<file path="src/rtl/comparator_pkg.sv">
// Shared encodings for the sliced magnitude comparator: FSM states and
// the one-hot {gt, lt, eq} result vector.
package comparator_pkg;

    typedef enum logic {
        ST_IDLE    = 1'b0,
        ST_COMPARE = 1'b1
    } state_t;

    // Result vector bit order is {gt, lt, eq}
    localparam logic [2:0] CMP_NONE = 3'b000;
    localparam logic [2:0] CMP_GT   = 3'b100;
    localparam logic [2:0] CMP_LT   = 3'b010;
    localparam logic [2:0] CMP_EQ   = 3'b001;

endpackage

</file>
<file path="src/rtl/slice_compare.sv">
// Combinational SLICE-bit magnitude compare; flip_msb inverts both sign bits
// so a two's-complement slice can be ordered with an unsigned compare.
module slice_compare #(
    parameter int SLICE = 4
) (
    input  logic [SLICE-1:0] a,
    input  logic [SLICE-1:0] b,
    input  logic             flip_msb,
    output logic             gt,
    output logic             lt,
    output logic             eq
);

    logic [SLICE-1:0] a_m;
    logic [SLICE-1:0] b_m;

    always_comb begin
        a_m            = a;
        b_m            = b;
        a_m[SLICE-1]   = a[SLICE-1] ^ flip_msb;
        b_m[SLICE-1]   = b[SLICE-1] ^ flip_msb;
    end

    assign gt = (a_m > b_m);
    assign lt = (a_m < b_m);
    assign eq = (a_m == b_m);

endmodule

</file>
<file path="src/rtl/seq_magnitude_comparator.sv">
// Multi-cycle comparator: walks the latched operands one slice per clock,
// MSB slice first, and finishes on the first unequal slice.
module seq_magnitude_comparator
    import comparator_pkg::*;
#(
    parameter int WIDTH = 16,
    parameter int SLICE = 4
) (
    input  logic                               clk,
    input  logic                               rst,
    input  logic                               start,
    input  logic                               signed_mode,
    input  logic [WIDTH-1:0]                   A,
    input  logic [WIDTH-1:0]                   B,
    output logic                               busy,
    output logic                               done,
    output logic                               gt,
    output logic                               lt,
    output logic                               eq,
    output logic [$clog2(WIDTH/SLICE+1)-1:0]   slices_used
);

    localparam int NSLICE = WIDTH / SLICE;
    localparam int IDXW   = (NSLICE > 1) ? $clog2(NSLICE) : 1;
    localparam int CNTW   = $clog2(NSLICE + 1);
    localparam logic [IDXW-1:0] IDX_TOP = IDXW'(NSLICE - 1);

    state_t            state_q, state_d;
    logic [WIDTH-1:0]  a_q, a_d;
    logic [WIDTH-1:0]  b_q, b_d;
    logic              signed_q, signed_d;
    logic [IDXW-1:0]   idx_q, idx_d;
    logic [2:0]        res_q, res_d;
    logic [CNTW-1:0]   slices_q, slices_d;
    logic              done_q, done_d;

    logic [SLICE-1:0]  a_slice;
    logic [SLICE-1:0]  b_slice;
    logic              flip_msb;
    logic              s_gt;
    logic              s_lt;
    logic              s_eq;

    assign a_slice  = a_q[int'(idx_q) * SLICE +: SLICE];
    assign b_slice  = b_q[int'(idx_q) * SLICE +: SLICE];
    // Only the top slice carries the sign bit
    assign flip_msb = signed_q && (idx_q == IDX_TOP);

    slice_compare #(
        .SLICE (SLICE)
    ) u_slice_compare (
        .a        (a_slice),
        .b        (b_slice),
        .flip_msb (flip_msb),
        .gt       (s_gt),
        .lt       (s_lt),
        .eq       (s_eq)
    );

    always_comb begin
        state_d  = state_q;
        a_d      = a_q;
        b_d      = b_q;
        signed_d = signed_q;
        idx_d    = idx_q;
        res_d    = res_q;
        slices_d = slices_q;
        done_d   = 1'b0;

        unique case (state_q)
            ST_IDLE: begin
                if (start) begin
                    a_d      = A;
                    b_d      = B;
                    signed_d = signed_mode;
                    idx_d    = IDX_TOP;
                    state_d  = ST_COMPARE;
                end
            end
            ST_COMPARE: begin
                if (!s_eq || idx_q == '0) begin
                    if (s_gt) begin
                        res_d = CMP_GT;
                    end else if (s_lt) begin
                        res_d = CMP_LT;
                    end else begin
                        res_d = CMP_EQ;
                    end
                    slices_d = CNTW'(NSLICE) - CNTW'(idx_q);
                    done_d   = 1'b1;
                    state_d  = ST_IDLE;
                end else begin
                    idx_d = idx_q - 1'b1;
                end
            end
            default: state_d = ST_IDLE;
        endcase
    end

    always_ff @(posedge clk) begin
        if (rst) begin
            state_q  <= ST_IDLE;
            a_q      <= '0;
            b_q      <= '0;
            signed_q <= 1'b0;
            idx_q    <= '0;
            res_q    <= CMP_NONE;
            slices_q <= '0;
            done_q   <= 1'b0;
        end else begin
            state_q  <= state_d;
            a_q      <= a_d;
            b_q      <= b_d;
            signed_q <= signed_d;
            idx_q    <= idx_d;
            res_q    <= res_d;
            slices_q <= slices_d;
            done_q   <= done_d;
        end
    end

    assign busy         = (state_q == ST_COMPARE);
    assign done         = done_q;
    assign {gt, lt, eq} = res_q;
    assign slices_used  = slices_q;

endmodule

</file>
<file path="config.mk">
export PLATFORM = sky130hd
export DESIGN_NAME = seq_magnitude_comparator
export DESIGN_NICKNAME = d
export VERILOG_FILES = /design/src/rtl/comparator_pkg.sv /design/src/rtl/slice_compare.sv /design/src/rtl/seq_magnitude_comparator.sv
export SDC_FILE = /design/constraint.sdc
export NUM_CORES = 1
export LEC_CHECK = 0
export CAP_MARGIN = 20
export CORE_MARGIN = 4
export CORE_UTILIZATION = 35
export CTS_CLUSTER_SIZE = 28
export DETAILED_ROUTE_END_ITERATION = 8
export DONT_BUFFER_PORTS = 1
export PLACE_DENSITY = 0.46
export SLEW_MARGIN = 30
export SYNTH_ARGS = -nofsm -noshare
export SYNTH_HDL_FRONTEND = slang
export SYNTH_SLANG_ARGS = --single-unit
</file>
<file path="constraint.sdc">
create_clock -name clk -period 3.9 [get_ports clk]
set_clock_uncertainty 0.2 [all_clocks]
set_input_delay 0.39 -clock clk [delete_from_list [all_inputs] [get_ports clk]]
set_output_delay 0.39 -clock clk [all_outputs]
set_load 0.1 [all_outputs]
</file>
After elaboration in Yosys (flattened, before gate mapping)
Cells that the tools add are included.

Register bits after elaboration: 43. Input port bits: 36. Output and inout bits: 8. Logic and storage cells: 38.

Add/sub/neg operators: 2. Magnitude comparators: 2. Eq/ne operators: 4. Shifts and indexed selects: 2. Muxes and demuxes: 9. Bitwise gates (word level): 3. Reductions and logical operators: 8.

Operator list (count): $shiftx 16x5->4 (2); $mux 2 (3); $reduce_and 2->1 (3); $eq 4x4->1 (1); $gt 4x4->1 (1); $lt 4x4->1 (1); $ne 2x2->1 const B (2); $pmux 2 s2 (1); $mux 1 (3); $mux 3 (1); $sub 3x2->3 const A (1); $eq 2x2->1 const B (1); $logic_not 2->1 (1); $pmux 1 s2 (1); $reduce_or 2->1 (1); $sub 2x1->2 const B (1); $xor 1x1->1 (2); $logic_and 1x1->1 (1); $logic_not 1->1 (1); $logic_or 1x1->1 (1); $not 1->1 (1).

Longest topological paths before layout
Gate-level depths: netlist of the first run.

Depth after elaboration: 8. Gate-level depth with buffers: 8. Depth with buffers taken out: 8.

By module
A second synthesis of the first run with hierarchy kept.

Cells, all modules: 219. Area total of the unflattened synthesis: 2188.3 um^2.

Modules (own cells, without submodules): seq_magnitude_comparator (times used 1, cells each 202, area each 2045.7 um^2, sequential area each 860.8 um^2); slice_compare (times used 1, cells each 17, area each 142.6 um^2, sequential area each 0.0 um^2).

Least setup slack after synthesis of the first run
Ideal clock, no wire load.

Path kind: flip-flop to flip-flop. Start: reg idx_q[0]. End: reg res_q[1]. Library setup time: 0.102 ns. Arrival time: 2.078 ns. Data required time: 3.598 ns. Slack: 1.521 ns. Cell stages (with the launch flop): 9. Buffers on the path: 1. Period minus slack after synthesis: 2.379 ns. Cells stage by stage: dfxtp_1 buf_6 mux4_2 xnor2_1 ha_1 nand3_1 o21ai_0 nand3b_1 o41ai_1.

Word-level cells in the longest chain between the ends: 7. Elaborated cells on any way between the ends: 15. Those cells by class: 2 x order compare; 2 x eq/ne; 2 x shift; 2 x mux; 2 x bitwise; 5 x reduce/logical.

Ends and longest elaborated chain: start, declared (RTL line seq_magnitude_comparator.sv:32) `logic [IDXW-1:0] idx_q, idx_d;`; start signal, assigned (RTL line seq_magnitude_comparator.sv:115) `idx_q <= idx_d;`; branches (longest 7 deep; another with $lt 4x4->1); end signal, assigned (RTL line seq_magnitude_comparator.sv:116) `res_q <= res_d;`; end, declared (RTL line seq_magnitude_comparator.sv:33) `logic [2:0] res_q, res_d;`.

Parallel ways; which one is timed is not known. A chain may end at the register's enable or synchronous reset.

Worst setup path in the final report of the first run
Start: reg idx_q[0]. End: reg res_q[0].

Same word-level chain as after synthesis.

==> out/qor.txt, run 1 <==
status: finished clean
Die ar.: 0.00660 sq mm
Slew Limit Fails: 0
Post-DRT Antenna Nets: 0
hold crit path type: in -> reg
Slowest-stage cell, CP: dfxtp_1
worst skew pair latency: 0.30 ns
Filler Cells Inserted: 571
hpwl dp: 2.89 mm
asr flop ratio synth: 0
Post-synth EDFFs: 0
Post-CTS Setup Bufs: 0
number of I/O port buffers: 0
largest net degree at the start of global routing: 43
setup violators final: 0
static leakage: 0.778 nW
CP top delay family: flip-flops
final period utilization: 0.747
drt first pass iters: 4
clock transition at the registers of the reported paths: 0.08 ns
initial antenna violation count: 0
Syn-to-layout area delta: 7.33%
top-area cell type share of the netlist area: 0.459
Power Density: 480 mW/mm^2
RSZ-0062 raised after global routing: no
total number of vias: 1397
setup tns final: 0 ns
Buf/Inv on CP: 0
Sinks on Clock Net: 43
Worst Path Class, Setup: reg -> reg
vias in the first global route: 1402
Wirelength per Cell: 14.7 um
top cells by area, synth: dfxtp_1 46%, nand2_1 14%, mux4_1 9.8%
final hold vios: 0
Die X: 81.2 um
# Max-Cap Violations: 0
Starting Density: 0.365
post-synthesis cell area: 0.00188 sq mm
Placed Cells incl. Taps: 271
Initial DRC Count: 68
Worst path max stage delay: 0.69 ns
CTS Root Cell: clkbuf_8
Top FF cell, synth: dfxtp_1
share of layout cells above drive strength 1: 0.0667
Vias/cell: 4.99
Global Route Usage Sum: 0.133
Site Rows: 26
routed wire length: 4.12 mm
Diodes inserted: 0
crit start category: register
gr ovfl total: 0
CP arrival: 2.91 ns
normalized max-slew margin: 0.336
CP max FO: 12
io pins: 44
H-tree Lvls: 2
sequential element share of the synthesized area: 0.459
gp weighted congestion: 0.765
Remaining DRCs: 0
net count after synthesis: 256
CP cell instances: mux4_1, xor2_1, ha_1, nand3_1, o21ai_0, nand3b_1, o41ai_1
core area: 0.00514 sq mm
Worst-Margin Slew: 0.994 ns
Longest Clk Path Bufs: 2
YS warnings: 0
Max Clk Rate: 0.343 GHz
non-filler cells, final: 280
first-pass GRT wire length: 6.60 mm
die height: 81.2 um
min cycle time layout: 2.91 ns
area leader, netlist: dfxtp_1
CTS tree: done
post-synthesis register bit count: 43
post-synthesis cell count: 214
total CTS buffers: 5
worst vdd ir: 0.000195 V
crit end category: register
post_cts resized: 0
Syn Area/Cell: 8.77 sq um
Yosys cell types: 27
Final #Nets: 251
WP data required: 3.90 ns
cells in the mapped netlist (all sizes together) (2+ instances only):
master,number
mux2i,2
nand3b,3
nand2b,3
buf,10
mux4,8
ha,6
inv,6
nand2,68
clkbuf,5
a21oi,35
nor2,9
o41ai,2
o21ai,3
dfxtp,43
metrics by stage:
| step | instance area, sq um | total power, mW | util | hold slack (ns) | setup slack, ns |
|---|---|---|---|---|---|
| after global placement | 1910 | 0.687 | 0.371 | 0.239 | 1.13 |
| after floorplan | 1880 | 0.668 | - | 0.232 | 1.52 |
| final | 2010 | 0.968 | 0.392 | 0.0152 | 0.986 |
| after global routing | 2010 | 1.02 | 0.392 | 0.00512 | 0.836 |
| after CTS | 2010 | 0.979 | 0.392 | 0.00511 | 0.959 |
| after detailed placement | 1910 | 0.693 | 0.371 | 0.239 | 1.00 |
path summary, 6_finish.rpt:
check / from / to / slack [ns] / cells after the start
max: idx_q[0] / res_q[0] / 0.99 / 7
min: B[12] / b_q[12] / 0.02 / 2
max reg2reg: idx_q[0] / res_q[0] / 0.99 / 7
min reg2reg: b_q[8] / b_q[8] / 0.25 / 2
sequential cells by signal, indices dropped and copies added (netlist names):
name / cells
slices_used: 3
idx_q: 2
done: 1
res_q: 3
a_q: 16
signed_q: 1
b_q: 16
busy: 1
layer usage:
layer,share of wire,track usage
met5,0,0
met4,0.013,0.0405
met1,0.47,0.163
met3,0.053,0.0554
met2,0.46,0.212
cell families (layout without fill, tap and decap cells):
logic type,after synthesis,count (layout),share of synthesized area
simple gates,87,87,0.188
compound gates,45,45,0.131
xor+xnor,2,2,0.00934
fa+ha+maj,6,6,0.0400
buf+inv,21,17,0.0520
mux,10,10,0.121
flops,43,43,0.459
repair_timing:
| item | 4_1_cts | 5_1_grt |
|---|---|---|
| hold buffers | 1 | 0 |
| setup endpoints to repair | 0 | 0 |
| endpoints found under the hold margin | 42 | 0 |
worst register-to-register path, stage by stage (launching register included):
cell and delay, ns:
dfxtp_1 0.69, mux4_1 0.65, xor2_1 0.16, ha_1 0.31, nand3_1 0.11, o21ai_0 0.46
nand3b_1 0.15, o41ai_1 0.09
cell type report:
| class | instances | area [sq um] | area share |
|---|---|---|---|
| tap | 70 | 87.6 | 0.0435 |
| inverter | 6 | 22.5 | 0.0112 |
| clock inverter | 2 | 12.5 | 0.00621 |
| sequential | 43 | 861 | 0.427 |
| clock buffer | 6 | 72.6 | 0.0360 |
| multi-input combinational | 150 | 923 | 0.458 |
| timing repair buffer | 3 | 35.0 | 0.0174 |
power by group:
group | switching, mW | internal [mW]
registers | 0.0710 | 0.470
logic | 0.0850 | 0.0617
clock network | 0.155 | 0.125
total | 0.311 | 0.657
layout by cell type, fill, tap and decap left out:
cell,n
a211oi_1,1
a21o_2,1
a21oi_1,35
a22oi_1,1
buf_12,1
buf_4,2
clkbuf_1,1
clkbuf_8,5
clkinv_2,1
clkinvlp_4,1
dfxtp_1,43
ha_1,6
inv_1,6
mux2i_1,2
mux4_1,7
mux4_2,1
nand2_1,68
nand2b_1,2
nand2b_2,1
nand3_1,1
nand3b_1,3
nand4_1,1
nor2_1,9
nor2b_2,1
nor3_1,1
o21a_1,1
o21ai_0,3
o31ai_1,1
o41ai_1,2
xnor2_1,1
xor2_1,1
Note: power is estimated with default switching activity, not from simulation.
==> run 2, diff against run 1 <==
PLACE_DENSITY = 0.48   (was 0.46)
clock period = 2.35 ns   (was 3.9 ns; I/O delays follow)
==> run 2 against run 1 <==
Against the previous run:
- the run now ends with setup timing left
- global-route usage is 1.2 points higher
- power is 92% higher
- flip-flop and latch count stayed put
- worst setup slack worse by 1.0 ns
- utilization is 10 points higher
- via count is 14% higher
- combinational power grew to 3.1 times the previous value
==> out/qor.txt, run 2 (same netlist as run 1, synthesis figures left out) <==
status: finished, violations left
failing checks: setup timing
CTS Root Cell: clkbuf_8
final hold vios: 0 (unchanged)
crit start category: register
Filler Cells Inserted: 522 (-8.6%)
Power Density: 730 mW/mm^2 (+52%)
setup tns final: -0.0216 ns (-0.0216 ns)
worst skew pair latency: 0.29 ns (about the same)
# Max-Cap Violations: 0 (unchanged)
initial antenna violation count: 0 (unchanged)
Starting Density: 0.365 (unchanged)
crit end category: register
min cycle time layout: 2.37 ns (-0.548 ns)
normalized max-slew margin: 0.771 (+0.435)
core area: 0.00514 sq mm (unchanged)
non-filler cells, final: 329 (+18%)
first-pass GRT wire length: 7.32 mm (+11%)
CP arrival: 2.36 ns (-0.55 ns)
Sinks on Clock Net: 43 (unchanged)
hold crit path type: in -> reg
placed inst area: 0.00203 sq mm (+6.4%)
hpwl dp: 2.99 mm (+3.4%)
final period utilization: 1.01 (+0.260)
Longest Clk Path Bufs: 2 (unchanged)
Final WS setup: -0.0166 ns (-1.00 ns)
FF/Latch Area: 865 sq um (+0.44%)
Worst-Margin Slew: 0.344 ns (-0.651 ns)
Slew Limit Fails: 0 (unchanged)
WP data required: 2.35 ns (-1.55 ns)
Max Clk Rate: 0.423 GHz (+23%)
Site Rows: 26 (unchanged)
clock transition at the registers of the reported paths: 0.08 ns (about the same)
io pins: 44 (unchanged)
CTS tree: done
gp weighted congestion: 0.785 (+2.7%)
gr ovfl total: 0 (unchanged)
commonest non-fill, non-tap cell in the layout: nand2_1
total CTS buffers: 5 (unchanged)
CP max FO: 6 (-6)
Remaining DRCs: 0 (unchanged)
multi-input logic area: 953 sq um (+3.3%)
Die ar.: 0.00660 sq mm (unchanged)
Post-DRT Antenna Nets: 0 (unchanged)
routed wire length: 4.21 mm (+2.3%)
Diodes inserted: 0 (unchanged)
Top Registers: a_q x16, b_q x16
Vias/cell: 4.84 (-3.1%)
Worst Path Class, Setup: reg -> reg
total number of vias: 1591 (+14%)
static leakage: 1.03 nW (+33%)
Global Route Usage Sum: 0.145 (+0.0119)
Die X: 81.2 um (unchanged)
setup violators final: 2 (+2)
die height: 81.2 um (unchanged)
share of layout cells above drive strength 1: 0.143 (+0.0762)
Placed Cells incl. Taps: 286 (+5.5%)
drt first pass iters: 4 (unchanged)
vias in the first global route: 1588 (+13%)
fin area: 0.00254 sq mm (+26%)
largest net degree at the start of global routing: 47 (+9.3%)
H-tree Lvls: 2 (unchanged)
most frequent cells in the layout: 68 x nand2_1, 42 x dfxtp_1, 34 x a21oi_1
Wirelength per Cell: 12.8 um (-13%)
Final #Nets: 300 (+20%)
RSZ-0062 raised after global routing: yes
worst vdd ir: 0.000290 V (+49%)
Initial DRC Count: 53 (-22%)
Syn-to-layout area delta: 35.5%
number of I/O port buffers: 0 (unchanged)
run 2: final timing paths:
check	start	end	slack [ns]	cells past startpoint
max	idx_q[0]	res_q[0]	-0.02	7
min	rst	a_q[0]	0.04	2
max reg2reg	idx_q[0]	res_q[0]	-0.02	7
min reg2reg	b_q[3]	b_q[3]	0.26	2
run 2: cell type report:
type                            count  area share
Clock buffer                        6      0.0325
Multi-Input combinational cell    150       0.375
Timing Repair Buffer               52       0.196
Sequential cell                    43       0.340
Inverter                            6     0.00885
Clock inverter                      2      0.0138
Tap cell                           70      0.0344
run 2: per-stage QoR:
step | total power, mW | util | setup WS, ns | hold slack (ns)
final | 1.86 | 0.495 | -0.0166 | 0.0368
after floorplan | 1.11 | - | 0.0559 | 0.171
after global routing | 1.96 | 0.495 | -0.136 | 0.0433
after CTS | 1.87 | 0.494 | 0.00309 | 0.0331
after global placement | 1.18 | 0.395 | -0.0600 | 0.111
after detailed placement | 1.19 | 0.395 | -0.145 | 0.113
run 2: layer usage:
layer  GRT usage  vias to the layer above  wire [um]
met2       0.245                       39       1990
met5           0                        -          0
li1            -                      810          -
met1       0.171                      738       1920
met3      0.0432                        4        243
met4      0.0557                        0         60
run 2: repair_timing:
action	4_1_cts	5_1_grt
pin swaps	4	2
hold buffers	34	0
gates resized for setup	7	3
setup buffers	1	0
setup endpoints to repair	10	8
hold endpoints to repair	43	0
run 2: where the power goes:
group	internal [mW]	switching (mW)
Combinational	0.192	0.260
Sequential	0.780	0.0298
Clock	0.344	0.251
Total	1.32	0.540
run 2: critical path, cell delays in order, from the launching register on:
cell and delay, ns:
dfxtp_4 0.39, buf_12 0.12, mux4_2 0.50, xnor2_1 0.15, ha_1 0.32, nand4_1 0.13
buf_4 0.17, o41ai_2 0.30
